<file path="config.mk">
export PLATFORM = sky130hd
export DESIGN_NAME = mem_port_arbiter
export DESIGN_NICKNAME = d
export VERILOG_FILES = /design/src/rtl/mem_arb_pkg.sv /design/src/rtl/mem_arb_watchdog.sv /design/src/rtl/mem_port_arbiter.sv
export SDC_FILE = /design/constraint.sdc
export NUM_CORES = 1
export LEC_CHECK = 0
export CELL_PAD_IN_SITES_DETAIL_PLACEMENT = 0
export CELL_PAD_IN_SITES_GLOBAL_PLACEMENT = 2
export CORE_ASPECT_RATIO = 0.6
export CORE_MARGIN = 4
export CORE_UTILIZATION = 20
export DETAILED_ROUTE_END_ITERATION = 7
export PLACE_DENSITY = 0.8
export SYNTH_ARGS = -nofsm -noshare
export SYNTH_HDL_FRONTEND = slang
export SYNTH_SLANG_ARGS = --single-unit
</file>
<file path="constraint.sdc">
create_clock -name CLK -period 6.6 [get_ports CLK]
set_input_delay 0.66 -clock CLK [delete_from_list [all_inputs] [get_ports CLK]]
set_output_delay 0.66 -clock CLK [all_outputs]
set_load 0.005 [all_outputs]
</file>
<file path="src/rtl/mem_arb_pkg.sv">
// ---------------------------------------------------------------------------
// mem_arb_pkg
//
// Shared definitions for the two-port RAM arbiter:
//   - FSM state encoding (raw localparams plus the enum built from them)
//   - memory-size (MS[1:0]) encodings
//   - requester port indices into the one-hot GRANT vector
//   - helpers that turn an MS size code into a byte count and range-check
//     an access against the RAM size
// ---------------------------------------------------------------------------
package mem_arb_pkg;

  // FSM state encoding
  localparam logic [1:0] IDLE    = 2'd0;
  localparam logic [1:0] ACCESS  = 2'd1;
  localparam logic [1:0] RESPOND = 2'd2;
  localparam logic [1:0] RELEASE = 2'd3;

  typedef enum logic [1:0] {
    ST_IDLE    = IDLE,
    ST_ACCESS  = ACCESS,
    ST_RESPOND = RESPOND,
    ST_RELEASE = RELEASE
  } arb_state_e;

  // MS[1:0] size encodings; 2'b11 behaves as a word
  localparam logic [1:0] MS_BYTE = 2'b00;
  localparam logic [1:0] MS_HALF = 2'b01;
  localparam logic [1:0] MS_WORD = 2'b10;

  // Port indices into GRANT
  localparam int PORT_CPU = 0;
  localparam int PORT_DBG = 1;

  // Number of bytes touched by an access of the given size code.
  function automatic logic [2:0] ms_nbytes(input logic [1:0] sz);
    logic [2:0] n;
    case (sz)
      MS_BYTE: n = 3'd1;
      MS_HALF: n = 3'd2;
      default: n = 3'd4;
    endcase
    return n;
  endfunction

  // True when every byte of the access lies inside [0, mem_bytes).
  // Evaluated in 33 bits so an address near 2^32 cannot wrap into range.
  function automatic logic addr_in_range(input logic [31:0] addr,
                                         input logic [1:0]  sz,
                                         input int          mem_bytes);
    logic [32:0] end_excl;
    logic [32:0] limit;
    end_excl = {1'b0, addr} + {30'd0, ms_nbytes(sz)};
    limit    = 33'($unsigned(mem_bytes));
    return (end_excl <= limit);
  endfunction

endpackage : mem_arb_pkg

</file>
<file path="src/rtl/mem_arb_watchdog.sv">
// ---------------------------------------------------------------------------
// mem_arb_watchdog
//
// Latency watchdog for one RAM access.
//   CLK      in   system clock, rising edge
//   RESET    in   synchronous active-high reset
//   start    in   pulse: (re)arm the counter at 0
//   stop     in   pulse: disarm (access finished or aborted)
//   expired  out  armed and the count has reached TIMEOUT-1
//
// The count advances once per armed cycle and holds once expired, so the
// owner sees expired stay high until it asserts stop.
// ---------------------------------------------------------------------------
module mem_arb_watchdog #(
  parameter int TIMEOUT = 16,
  parameter int CNT_W   = 5
) (
  input  logic CLK,
  input  logic RESET,
  input  logic start,
  input  logic stop,
  output logic expired
);

  logic [CNT_W-1:0] cnt_q, cnt_d;
  logic             run_q, run_d;

  assign expired = run_q && (cnt_q == CNT_W'(TIMEOUT - 1));

  always_comb begin
    cnt_d = cnt_q;
    run_d = run_q;
    if (start) begin
      cnt_d = '0;
      run_d = 1'b1;
    end else if (stop) begin
      run_d = 1'b0;
    end else if (run_q && !expired) begin
      cnt_d = cnt_q + 1'b1;
    end
  end

  always_ff @(posedge CLK) begin
    if (RESET) begin
      cnt_q <= '0;
      run_q <= 1'b0;
    end else begin
      cnt_q <= cnt_d;
      run_q <= run_d;
    end
  end

endmodule : mem_arb_watchdog

</file>
<file path="src/rtl/mem_port_arbiter.sv">
// ---------------------------------------------------------------------------
// mem_port_arbiter
//
// Shares one ram256x8 between the CPU datapath (port 0) and a debug/preload
// port (port 1). Both requesters and the RAM use the MOV/MOC four-phase
// handshake:
//   requester raises MOV with RW/MS/ADDR/DIN stable; the responder raises MOC
//   when done; requester drops MOV; responder drops MOC. A new request may
//   only start once both are low.
//
// Ports
//   CLK, RESET                 clock / synchronous active-high reset
//   CPU_MOV/RW/MS/ADDR/DIN     CPU request group (inputs)
//   CPU_MOC, CPU_DOUT          CPU completion and registered read data
//   DBG_*                      same as CPU_* for the debug port
//   RAM_MOV/RW/MS/ADDR/DIN     request to the RAM (RW..DIN muxed from owner)
//   RAM_DOUT, RAM_MOC          RAM read data and completion
//   GRANT                      one-hot owner, [0]=CPU [1]=DBG, registered
//   ERR_CLR                    clears both sticky error flags
//   TIMEOUT_ERR, RANGE_ERR     sticky error flags
//   ARB_STATE                  current FSM state, for observation
//
// Flow: IDLE -> (grant) ACCESS -> RESPOND -> RELEASE -> IDLE. An
// out-of-range request skips ACCESS and never touches the RAM.
// ---------------------------------------------------------------------------
module mem_port_arbiter
  import mem_arb_pkg::*;
#(
  parameter int MEM_BYTES = 256,
  parameter int TIMEOUT   = 16,
  parameter int CNT_W     = 5
) (
  input  logic        CLK,
  input  logic        RESET,
  // CPU port
  input  logic        CPU_MOV,
  input  logic        CPU_RW,
  input  logic [2:0]  CPU_MS,
  input  logic [31:0] CPU_ADDR,
  input  logic [31:0] CPU_DIN,
  output logic        CPU_MOC,
  output logic [31:0] CPU_DOUT,
  // Debug port
  input  logic        DBG_MOV,
  input  logic        DBG_RW,
  input  logic [2:0]  DBG_MS,
  input  logic [31:0] DBG_ADDR,
  input  logic [31:0] DBG_DIN,
  output logic        DBG_MOC,
  output logic [31:0] DBG_DOUT,
  // RAM side
  output logic        RAM_MOV,
  output logic        RAM_RW,
  output logic [2:0]  RAM_MS,
  output logic [31:0] RAM_ADDR,
  output logic [31:0] RAM_DIN,
  input  logic [31:0] RAM_DOUT,
  input  logic        RAM_MOC,
  // Status
  output logic [1:0]  GRANT,
  input  logic        ERR_CLR,
  output logic        TIMEOUT_ERR,
  output logic        RANGE_ERR,
  output logic [1:0]  ARB_STATE
);

  // -------------------------------------------------------------------------
  // Registered state
  // -------------------------------------------------------------------------
  arb_state_e  state_q;
  logic [1:0]  grant_q;
  logic        ram_mov_q;
  logic        cpu_moc_q;
  logic        dbg_moc_q;
  logic [31:0] cpu_dout_q;
  logic [31:0] dbg_dout_q;
  logic        last_dbg_q;     // 1: the debug port was served last
  logic        timeout_err_q;
  logic        range_err_q;

  // -------------------------------------------------------------------------
  // Arbitration choice in IDLE
  // -------------------------------------------------------------------------
  logic        pick_valid;
  logic        pick_dbg;
  logic [2:0]  pick_ms;
  logic [31:0] pick_addr;
  logic        pick_ok;

  always_comb begin
    pick_valid = CPU_MOV | DBG_MOV;
    // On a tie the port that was not served last wins.
    pick_dbg   = DBG_MOV & (~CPU_MOV | ~last_dbg_q);
    pick_ms    = pick_dbg ? DBG_MS   : CPU_MS;
    pick_addr  = pick_dbg ? DBG_ADDR : CPU_ADDR;
    pick_ok    = addr_in_range(pick_addr, pick_ms[1:0], MEM_BYTES);
  end

  // -------------------------------------------------------------------------
  // Owner mux: RAM request fields follow the granted port, zero when idle
  // -------------------------------------------------------------------------
  logic gnt_mov;
  logic gnt_rw;

  always_comb begin
    gnt_mov  = 1'b0;
    gnt_rw   = 1'b0;
    RAM_RW   = 1'b0;
    RAM_MS   = 3'd0;
    RAM_ADDR = 32'd0;
    RAM_DIN  = 32'd0;
    case (grant_q)
      2'b01: begin
        gnt_mov  = CPU_MOV;
        gnt_rw   = CPU_RW;
        RAM_RW   = CPU_RW;
        RAM_MS   = CPU_MS;
        RAM_ADDR = CPU_ADDR;
        RAM_DIN  = CPU_DIN;
      end
      2'b10: begin
        gnt_mov  = DBG_MOV;
        gnt_rw   = DBG_RW;
        RAM_RW   = DBG_RW;
        RAM_MS   = DBG_MS;
        RAM_ADDR = DBG_ADDR;
        RAM_DIN  = DBG_DIN;
      end
      default: ;
    endcase
  end

  // -------------------------------------------------------------------------
  // Event decodes shared by the FSM, the watchdog and the error flags
  // -------------------------------------------------------------------------
  logic wd_expired;
  logic in_idle, in_access;
  logic grant_ok, range_set;
  logic ram_done, wd_abort;

  always_comb begin
    in_idle   = (state_q == ST_IDLE);
    in_access = (state_q == ST_ACCESS);
    grant_ok  = in_idle & pick_valid & pick_ok;
    range_set = in_idle & pick_valid & ~pick_ok;
    ram_done  = in_access & RAM_MOC;
    // A completion arriving with the expiry takes precedence.
    wd_abort  = in_access & ~RAM_MOC & wd_expired;
  end

  mem_arb_watchdog #(
    .TIMEOUT (TIMEOUT),
    .CNT_W   (CNT_W)
  ) u_watchdog (
    .CLK     (CLK),
    .RESET   (RESET),
    .start   (grant_ok),
    .stop    (ram_done | wd_abort),
    .expired (wd_expired)
  );

  // -------------------------------------------------------------------------
  // Main FSM with registered outputs
  // -------------------------------------------------------------------------
  always_ff @(posedge CLK) begin
    if (RESET) begin
      state_q    <= ST_IDLE;
      grant_q    <= 2'b00;
      ram_mov_q  <= 1'b0;
      cpu_moc_q  <= 1'b0;
      dbg_moc_q  <= 1'b0;
      cpu_dout_q <= 32'd0;
      dbg_dout_q <= 32'd0;
      last_dbg_q <= 1'b1;   // CPU wins the first tie
    end else begin
      case (state_q)
        ST_IDLE: begin
          if (pick_valid) begin
            grant_q <= pick_dbg ? 2'b10 : 2'b01;
            if (pick_ok) begin
              ram_mov_q <= 1'b1;
              state_q   <= ST_ACCESS;
            end else begin
              // Rejected: answer with zero data, RAM is never asked.
              if (pick_dbg) dbg_dout_q <= 32'd0;
              else          cpu_dout_q <= 32'd0;
              state_q <= ST_RESPOND;
            end
          end
        end

        ST_ACCESS: begin
          if (RAM_MOC) begin
            ram_mov_q <= 1'b0;
            if (gnt_rw) begin
              if (grant_q[PORT_DBG]) dbg_dout_q <= RAM_DOUT;
              else                   cpu_dout_q <= RAM_DOUT;
            end
            state_q <= ST_RESPOND;
          end else if (wd_expired) begin
            ram_mov_q <= 1'b0;
            if (grant_q[PORT_DBG]) dbg_dout_q <= 32'd0;
            else                   cpu_dout_q <= 32'd0;
            state_q <= ST_RESPOND;
          end
        end

        ST_RESPOND: begin
          cpu_moc_q  <= grant_q[PORT_CPU];
          dbg_moc_q  <= grant_q[PORT_DBG];
          last_dbg_q <= grant_q[PORT_DBG];
          state_q    <= ST_RELEASE;
        end

        ST_RELEASE: begin
          // Wait for both handshakes to return to zero before freeing the
          // port; the IDLE visit that follows separates consecutive grants.
          if (!gnt_mov && !RAM_MOC) begin
            cpu_moc_q <= 1'b0;
            dbg_moc_q <= 1'b0;
            grant_q   <= 2'b00;
            state_q   <= ST_IDLE;
          end
        end

        default: state_q <= ST_IDLE;
      endcase
    end
  end

  // -------------------------------------------------------------------------
  // Sticky error flags: a new error beats a simultaneous clear
  // -------------------------------------------------------------------------
  always_ff @(posedge CLK) begin
    if (RESET) begin
      timeout_err_q <= 1'b0;
      range_err_q   <= 1'b0;
    end else begin
      timeout_err_q <= wd_abort  | (timeout_err_q & ~ERR_CLR);
      range_err_q   <= range_set | (range_err_q   & ~ERR_CLR);
    end
  end

  // -------------------------------------------------------------------------
  // Outputs
  // -------------------------------------------------------------------------
  assign CPU_MOC     = cpu_moc_q;
  assign CPU_DOUT    = cpu_dout_q;
  assign DBG_MOC     = dbg_moc_q;
  assign DBG_DOUT    = dbg_dout_q;
  assign RAM_MOV     = ram_mov_q;
  assign GRANT       = grant_q;
  assign TIMEOUT_ERR = timeout_err_q;
  assign RANGE_ERR   = range_err_q;
  assign ARB_STATE   = state_q;

endmodule : mem_port_arbiter

</file>
==> results of run 1 <==
==> power by group through the flow <==
stage               Clock [mW]  Sequential [mW]  Combinational [mW]
finish                   0.544            0.535                1.10
global route             0.578            0.539                1.19
CTS                      0.562            0.535                1.11
detailed placement           0            0.546                1.11
global placement             0            0.547                1.11
floorplan                    0            0.541               0.634
==> worst min-delay path, cell delays in order, from the launching register on <==
cell,delay [ns]
dfxtp_1,0.31
nand2_1,0.05
mux2i_1,0.05
==> layout make-up <==
class	count	area, um2	share of cell area
Clock buffer	10	239	0.0253
Inverter	16	60.1	0.00637
Sequential cell	80	1600	0.170
Timing Repair Buffer	323	3210	0.340
Multi-Input combinational cell	605	3780	0.401
Clock inverter	5	81.3	0.00862
Tap cell	367	459	0.0487
==> Yosys cell counts, types with 3 or more instances <==
| cell | number |
|---|---|
| and2_1 | 3 |
| a22oi_1 | 74 |
| inv_1 | 15 |
| buf_1 | 9 |
| nor3_1 | 18 |
| a32oi_1 | 4 |
| a21oi_1 | 15 |
| or3_1 | 6 |
| o21ai_0 | 17 |
| dfxtp_1 | 80 |
| nand4_1 | 16 |
| buf_2 | 8 |
| o22ai_1 | 3 |
| xor2_1 | 12 |
| nand2_1 | 142 |
| xnor2_1 | 14 |
| mux2i_1 | 77 |
| nand3_1 | 19 |
| nor2_1 | 117 |
| ha_1 | 12 |
| clkbuf_1 | 31 |
| o31ai_1 | 4 |
| nor4_1 | 5 |
==> metal layers <==
metal,wire length [um],part of all wire,up-vias
met5,0,0,-
met4,132,0.0052,0
li1,-,-,3245
met1,13200,0.52,3044
met3,1670,0.066,11
met2,10400,0.41,212
==> flip-flops by register name, indices dropped and copies added, names as in the netlist, 2 cells and up <==
| signal | count |
|---|---|
| ARB_STATE | 2 |
| CPU_DOUT | 32 |
| DBG_DOUT | 32 |
| GRANT | 2 |
| u_watchdog.cnt_q | 5 |
==> worst paths after layout <==
check                  to  slack [ns]         start
max          DBG_DOUT[29]        1.02       DBG_MOV
min          DBG_DOUT[20]        0.45  DBG_DOUT[20]
max reg2reg  DBG_DOUT[29]        1.59    last_dbg_q
min reg2reg  DBG_DOUT[20]        0.45  DBG_DOUT[20]
==> kinds of logic (layout without fill, tap and decap cells) <==
| kind of cell | count (synthesis) | after routing | share of synthesized area |
|---|---|---|---|
| flops | 80 | 80 | 0.285 |
| xor+xnor | 26 | 26 | 0.0406 |
| fa+ha+maj | 13 | 13 | 0.0303 |
| simple gates | 342 | 342 | 0.268 |
| mux | 78 | 78 | 0.139 |
| compound gates | 146 | 146 | 0.187 |
| buf+inv | 67 | 354 | 0.0499 |
==> metrics by stage <==
step                      cell area [um2]  worst slack [ns]
after floorplan                      5610              1.25
after global placement               9110             0.932
after detailed placement             9110             0.699
after CTS                            9430              1.03
after global routing                 9430             0.528
final                                9430              1.02
==> summary.txt, run 1 <==
Outcome
  • Outcome: finished clean

GRT
  • GRT busiest layer: met1
  • Vias in the first global route: 6330
  • Met1 GRT Util: 0.233
  • Tot GR Track Use: 0.154
  • Global route total overflow: 0
  • Initial antenna violation count: 0
  • First-pass GRT wire length: 37900 um
  • GR Layer Usage met3: 0.0443
  • Met2 GRT Util: 0.220
  • Largest net degree at the start of global routing: 70

Place
  • GP Congestion: 0.839
  • HPWL after DPL: 19800 um
  • Placed cell count: 1391
  • Port buffer count: 314

Floorplan
  • Initial Utilization: 0.203
  • DIE AREA: 30900 um2
  • Row count: 47
  • Core Box Area: 27600 um2
  • IO Pins: 315
  • Chip width: 224 um
  • Die height: 138 um

Routing
  • Average wire per standard cell: 18.1 um
  • # DRC: 0
  • Vias per cell: 4.63
  • Detailed router's first-iteration violation count: 408
  • Pre-antenna DRT Iters: 5
  • Routed wire length: 25400 um
  • Routed Antenna Nets: 0
  • Via count: 6512

Timing
  • Post-layout minimum cycle time: 5.58 ns
  • Slew @ Worst Pin: 1.04 ns
  • Worst hold slack: 0.454 ns
  • Fin crit share: 0.845
  • Final hold vios: 0
  • Max Slew Vio Count: 0
  • Final setup fails: 0
  • Setup TNS: 0 ns
  • RSZ-0062 raised after global routing: no
  • Max Freq: 179 MHz
  • Rel. slew slack: 0.297
  • Setup Skew: 0.00995 ns

Final layout
  • # diodes: 0
  • Fin nets: 1222
  • Ratio of cells with drive above 1 in the final layout: 0.0385
  • Commonest non-fill, non-tap cell in the layout: clkdlybuf4s50_1
  • Synth-to-Final Area Change: 68.1%
  • Most frequent cells in the layout: 314 x clkdlybuf4s50_1, 142 x nand2_1, 116 x nor2_1, 80 x dfxtp_1, 77 x mux2i_1
  • # fillers: 2861
  • Fin util: 0.342
  • Non-Filler Instances: 1406

Synth
  • Avg Inst Size Synth: 7.46 um2
  • Main synth FF type: dfxtp_1
  • Syn Inst Count: 752
  • Synth Net Count: 939
  • Synthesis warning total: 0
  • Yosys reg bits: 80
  • Synth area leader: dfxtp_1
  • EDFF count, synth: 0
  • Top cell type's share of synthesized area: 0.285
  • Distinct cells, synth: 63
  • Seq/Total Area, Yosys: 0.285
  • Top cells by area, synth: dfxtp_1 29%, mux2i_1 14%, a22oi_1 9.9%, nand2_1 9.5%, nor2_1 7.8%
  • Area of the mapped netlist: 5610 um2
  • Asr flop ratio synth: 0

Clock tree
  • Number of CTS-inserted buffers: 9
  • # clock sinks: 80
  • TritonCTS clock tree: done
  • Clock root buffer master: clkbuf_16
  • H-tree depth: 3
  • Post-CTS Hold Fix Bufs: 0
  • Cells resized by post-CTS repair: 0
  • Worst-Skew Late Latency: 0.34 ns
  • Maximum clock insertion buffer count: 2
  • Post-CTS Setup Inserts: 0
  • Worst-path clk slew: 0.06 ns

Pwr
  • Power, Total: 2.18 mW
  • Clk pwr share: 0.250
  • Internal power: 1.35 mW
  • Max IR drop VDD: 0.134 mV
  • Reg power frac: 0.246
  • Net Sw Frac: 0.382
  • Net Switching: 0.833 mW
  • P per Cell Area: 231 nW/um2
  • P_leak: 3.22 nW
  • Logic pwr share: 0.505

Setup path
  • CP max FO: 32
  • Worst EP arrival: 5.77 ns
  • Top delay family on crit path: simple AND/OR/NAND/NOR gates
  • Slowest CP cell: clkdlybuf4s50_1
  • Cell Chain, Critical Path: clkdlybuf4s50_1 -> a21boi_4 -> mux2i_1 -> nor2b_1 -> ha_1 -> fa_1 -> a21oi_1 -> nor4_1 -> o22ai_1 -> a21oi_1 -> nor4b_1 -> o21ai_1 -> or4_4 -> nor4b_4 -> o32ai_4 -> buf_4 -> mux2i_1
  • Reg2Reg Depth: 16
  • CP Capture Type: flip-flop
  • Worst setup SP type: input pin
  • Critical path class: input pin to flip-flop
  • Required time worst endpoint: 6.79 ns
  • Cell count along the critical path: 17
  • Worst Path Buf+Inv: 2
  • Worst path max stage delay: 0.54 ns

Job
  • Max-Cap Viols: 0

Min path
  • Hold depth: 2
  • Hold/Removal Path Class: flip-flop to flip-flop
(Power assumes the default switching activity.)
==> run 2, diff against run 1 <==
CORE_UTILIZATION = 18   (was 20)
PLACE_DENSITY = 0.76   (was 0.8)
clock period = 4.58 ns   (was 6.6 ns; I/O delays follow)
==> summary.txt, run 2 (same netlist as run 1, synthesis figures left out) <==
Outcome
  • Outcome: finished clean (unchanged)

Pwr
  • Reg power frac: 0.239 (was 0.246)
  • Internal power: 1.95 mW (was 1.35 mW)
  • Net Switching: 1.30 mW (was 0.833 mW)
  • P per Cell Area: 323 nW/um2 (was 231 nW/um2)
  • Clk pwr share: 0.215 (was 0.250)
  • Net Sw Frac: 0.400 (was 0.382)
  • Logic pwr share: 0.546 (was 0.505)
  • Max IR drop VDD: 0.262 mV (was 0.134 mV)
  • P_leak: 3.52 nW (was 3.22 nW)

Final layout
  • Synth-to-Final Area Change: 79.2% (was 68.1%)
  • # fillers: 3204 (was 2861)
  • Commonest non-fill, non-tap cell in the layout: clkdlybuf4s50_1 (unchanged)
  • Fin util: 0.331 (was 0.342)
  • Fin nets: 1278 (was 1222)
  • Ratio of cells with drive above 1 in the final layout: 0.102 (was 0.0385)
  • Non-Filler Instances: 1505 (was 1406)
  • Most frequent cells in the layout: 312 x clkdlybuf4s50_1, 142 x nand2_1, 116 x nor2_1, 80 x dfxtp_1, 77 x mux2i_1 (was 314 x clkdlybuf4s50_1, 142 x nand2_1, 116 x nor2_1, 80 x dfxtp_1, 77 x mux2i_1)

GRT
  • First-pass GRT wire length: 41200 um (was 37900 um)
  • GR Layer Usage met3: 0.0413 (was 0.0443)
  • Largest net degree at the start of global routing: 69 (was 70)
  • Initial antenna violation count: 1 (was 0)
  • Met1 GRT Util: 0.230 (was 0.233)
  • Vias in the first global route: 6657 (was 6330)
  • Global route total overflow: 0 (unchanged)
  • GRT busiest layer: met1 (unchanged)
  • Met2 GRT Util: 0.221 (was 0.220)
  • Tot GR Track Use: 0.154 (about the same)

Routing
  • Vias per cell: 4.53 (was 4.63)
  • Via count: 6820 (was 6512)
  • Detailed router's first-iteration violation count: 387 (was 408)
  • Pre-antenna DRT Iters: 5 (unchanged)
  • Routed wire length: 27700 um (was 25400 um)
  • Routed Antenna Nets: 0 (unchanged)
  • # DRC: 0 (unchanged)
  • Average wire per standard cell: 18.4 um (was 18.1 um)

Timing
  • Max Slew Vio Count: 0 (unchanged)
  • Fin crit share: 0.935
  • Slew @ Worst Pin: 0.917 ns (was 1.04 ns)
  • Worst Slack Setup Final: 0.298 ns (was 1.02 ns)
  • Setup Skew: 0.0131 ns (was 0.00995 ns)
  • Final setup fails: 0 (unchanged)
  • Max Freq: 234 MHz
  • Rel. slew slack: 0.387 (was 0.297)
  • RSZ-0062 raised after global routing: no (unchanged)
  • Post-layout minimum cycle time: 4.28 ns
  • Final hold vios: 0 (unchanged)

Setup path
  • R2r setup slk: 0.30 ns (was 1.59 ns)
  • Slowest CP cell: or4_4 (was clkdlybuf4s50_1)
  • CP max FO: 7 (was 32)
  • Cell Chain, Critical Path: a21boi_4 -> mux2i_1 -> nor2b_2 -> ha_2 -> fa_2 -> a21oi_4 -> nor4_4 -> o22ai_4 -> a21oi_2 -> nor4b_4 -> o21ai_2 -> or4_4 -> or4b_4 -> or3_1 -> a31oi_1 (was clkdlybuf4s50_1 -> a21boi_4 -> mux2i_1 -> nor2b_1 -> ha_1 -> fa_1 -> a21oi_1 -> nor4_1 -> o22ai_1 -> a21oi_1 -> nor4b_1 -> o21ai_1 -> or4_4 -> nor4b_4 -> o32ai_4 -> buf_4 -> mux2i_1)
  • CP Capture Type: flip-flop (unchanged)
  • Worst setup SP type: flip-flop (was input pin)
  • Reg2reg start: last_dbg_q (unchanged)
  • Required time worst endpoint: 4.86 ns (was 6.79 ns)
  • Worst path max stage delay: 0.56 ns (was 0.54 ns)
  • Crit. Startpoint: last_dbg_q (was DBG_MOV)
  • Worst EP arrival: 4.57 ns (was 5.77 ns)
  • Critical path class: flip-flop to flip-flop (was input pin to flip-flop)

Floorplan
  • Initial Utilization: 0.185 (was 0.203)
  • IO Pins: 315 (unchanged)
  • Die height: 145 um (was 138 um)
  • Row count: 49 (was 47)
  • Chip width: 236 um (was 224 um)
  • Core Box Area: 30300 um2 (was 27600 um2)
  • DIE AREA: 34200 um2 (was 30900 um2)

Clock tree
  • Worst-path clk slew: 0.07 ns (was 0.06 ns)
  • Worst-Skew Late Latency: 0.36 ns (was 0.34 ns)
  • Maximum clock insertion buffer count: 2 (unchanged)
  • # clock sinks: 80 (unchanged)
  • Post-CTS Hold Fix Bufs: 0 (unchanged)
  • TritonCTS clock tree: done (unchanged)
  • Clock root buffer master: clkbuf_16 (unchanged)
  • H-tree depth: 3 (unchanged)
  • Number of CTS-inserted buffers: 9 (unchanged)

Place
  • GP Congestion: 0.869 (was 0.839)
  • Post-Place Worst Slack: -0.334 ns (was 0.699 ns)
  • Port buffer count: 314 (unchanged)
  • Placed cell count: 1485 (was 1391)
  • HPWL after DPL: 22000 um (was 19800 um)

Job
  • Max-Cap Viols: 0 (unchanged)

Min path
  • Hold/Removal Path Class: flip-flop to flip-flop (unchanged)
  • HP Start: CPU_DOUT[31] (was DBG_DOUT[20])
## run 2: cell count changes in the layout (fill, tap and decap cells not counted), moves of 2 or more
cell,change
dlymetal6s2s_1,+2
bufinv_16,-2
inv_6,+2
buf_4,+51
buf_12,+5
nor4_1,-2
clkdlybuf4s50_1,-2
a21oi_1,-2
nor4_4,+2
clkinvlp_4,+4
## run 2: final timing paths
path              cells past startpoint      endpoint
hold / removal                        2  CPU_DOUT[31]
setup reg to reg                     15       RAM_MOV
setup / recovery                     15       RAM_MOV
hold reg to reg                       2  CPU_DOUT[31]
## run 2: cell type report
type | instances | area, um2 | share of cell area
timing repair buffer | 379 | 3700 | 0.368
antenna | 1 | 2.50 | 0.000249
clock inverter | 7 | 55.1 | 0.00548
inverter | 16 | 60.1 | 0.00597
multi-input combinational | 605 | 3900 | 0.388
sequential | 80 | 1600 | 0.159
tap | 408 | 510 | 0.0508
clock buffer | 9 | 225 | 0.0224
## run 2: metrics by stage
step           TNS, ns  hold WS, ns  total power, mW  area, um2
2_1_floorplan        0        0.451             1.71       5700
3_3_place_gp     -6.93        0.443             2.58       9690
3_5_place_dp    -12.84        0.447             2.57       9690
4_1_cts              0        0.460             3.28       9970
5_1_grt              0        0.477             3.45      10100
6_report             0        0.457             3.25      10100
## run 2: layer usage
metal	vias up	wire length, um
met5	-	0
met4	0	288
met3	21	1810
met2	207	11500
met1	3224	14100
li1	3368	-
## run 2: power by group through the flow
stage / Sequential [mW] / Clock [mW] / Combinational, mW
floorplan: 0.780 / 0 / 0.933
global placement: 0.791 / 0 / 1.79
detailed placement: 0.792 / 0 / 1.78
CTS: 0.776 / 0.725 / 1.78
global route: 0.782 / 0.752 / 1.92
finish: 0.776 / 0.699 / 1.78
## run 2: worst max-delay path, delay by kind of cell (launching register included)
family	cells	cell delay [ns]
AND/OR/NAND/NOR	6	2.24
AO/OA/AOI/OAI	6	0.93
flip-flops	1	0.36
adder cells (fa/ha/maj)	2	0.43
multiplexers	1	0.24
## run 2: repair_timing
action | CTS | global route
endpoints found under the setup margin | 0 | 72
buffers inserted | 0 | 3
resized for setup | 0 | 13
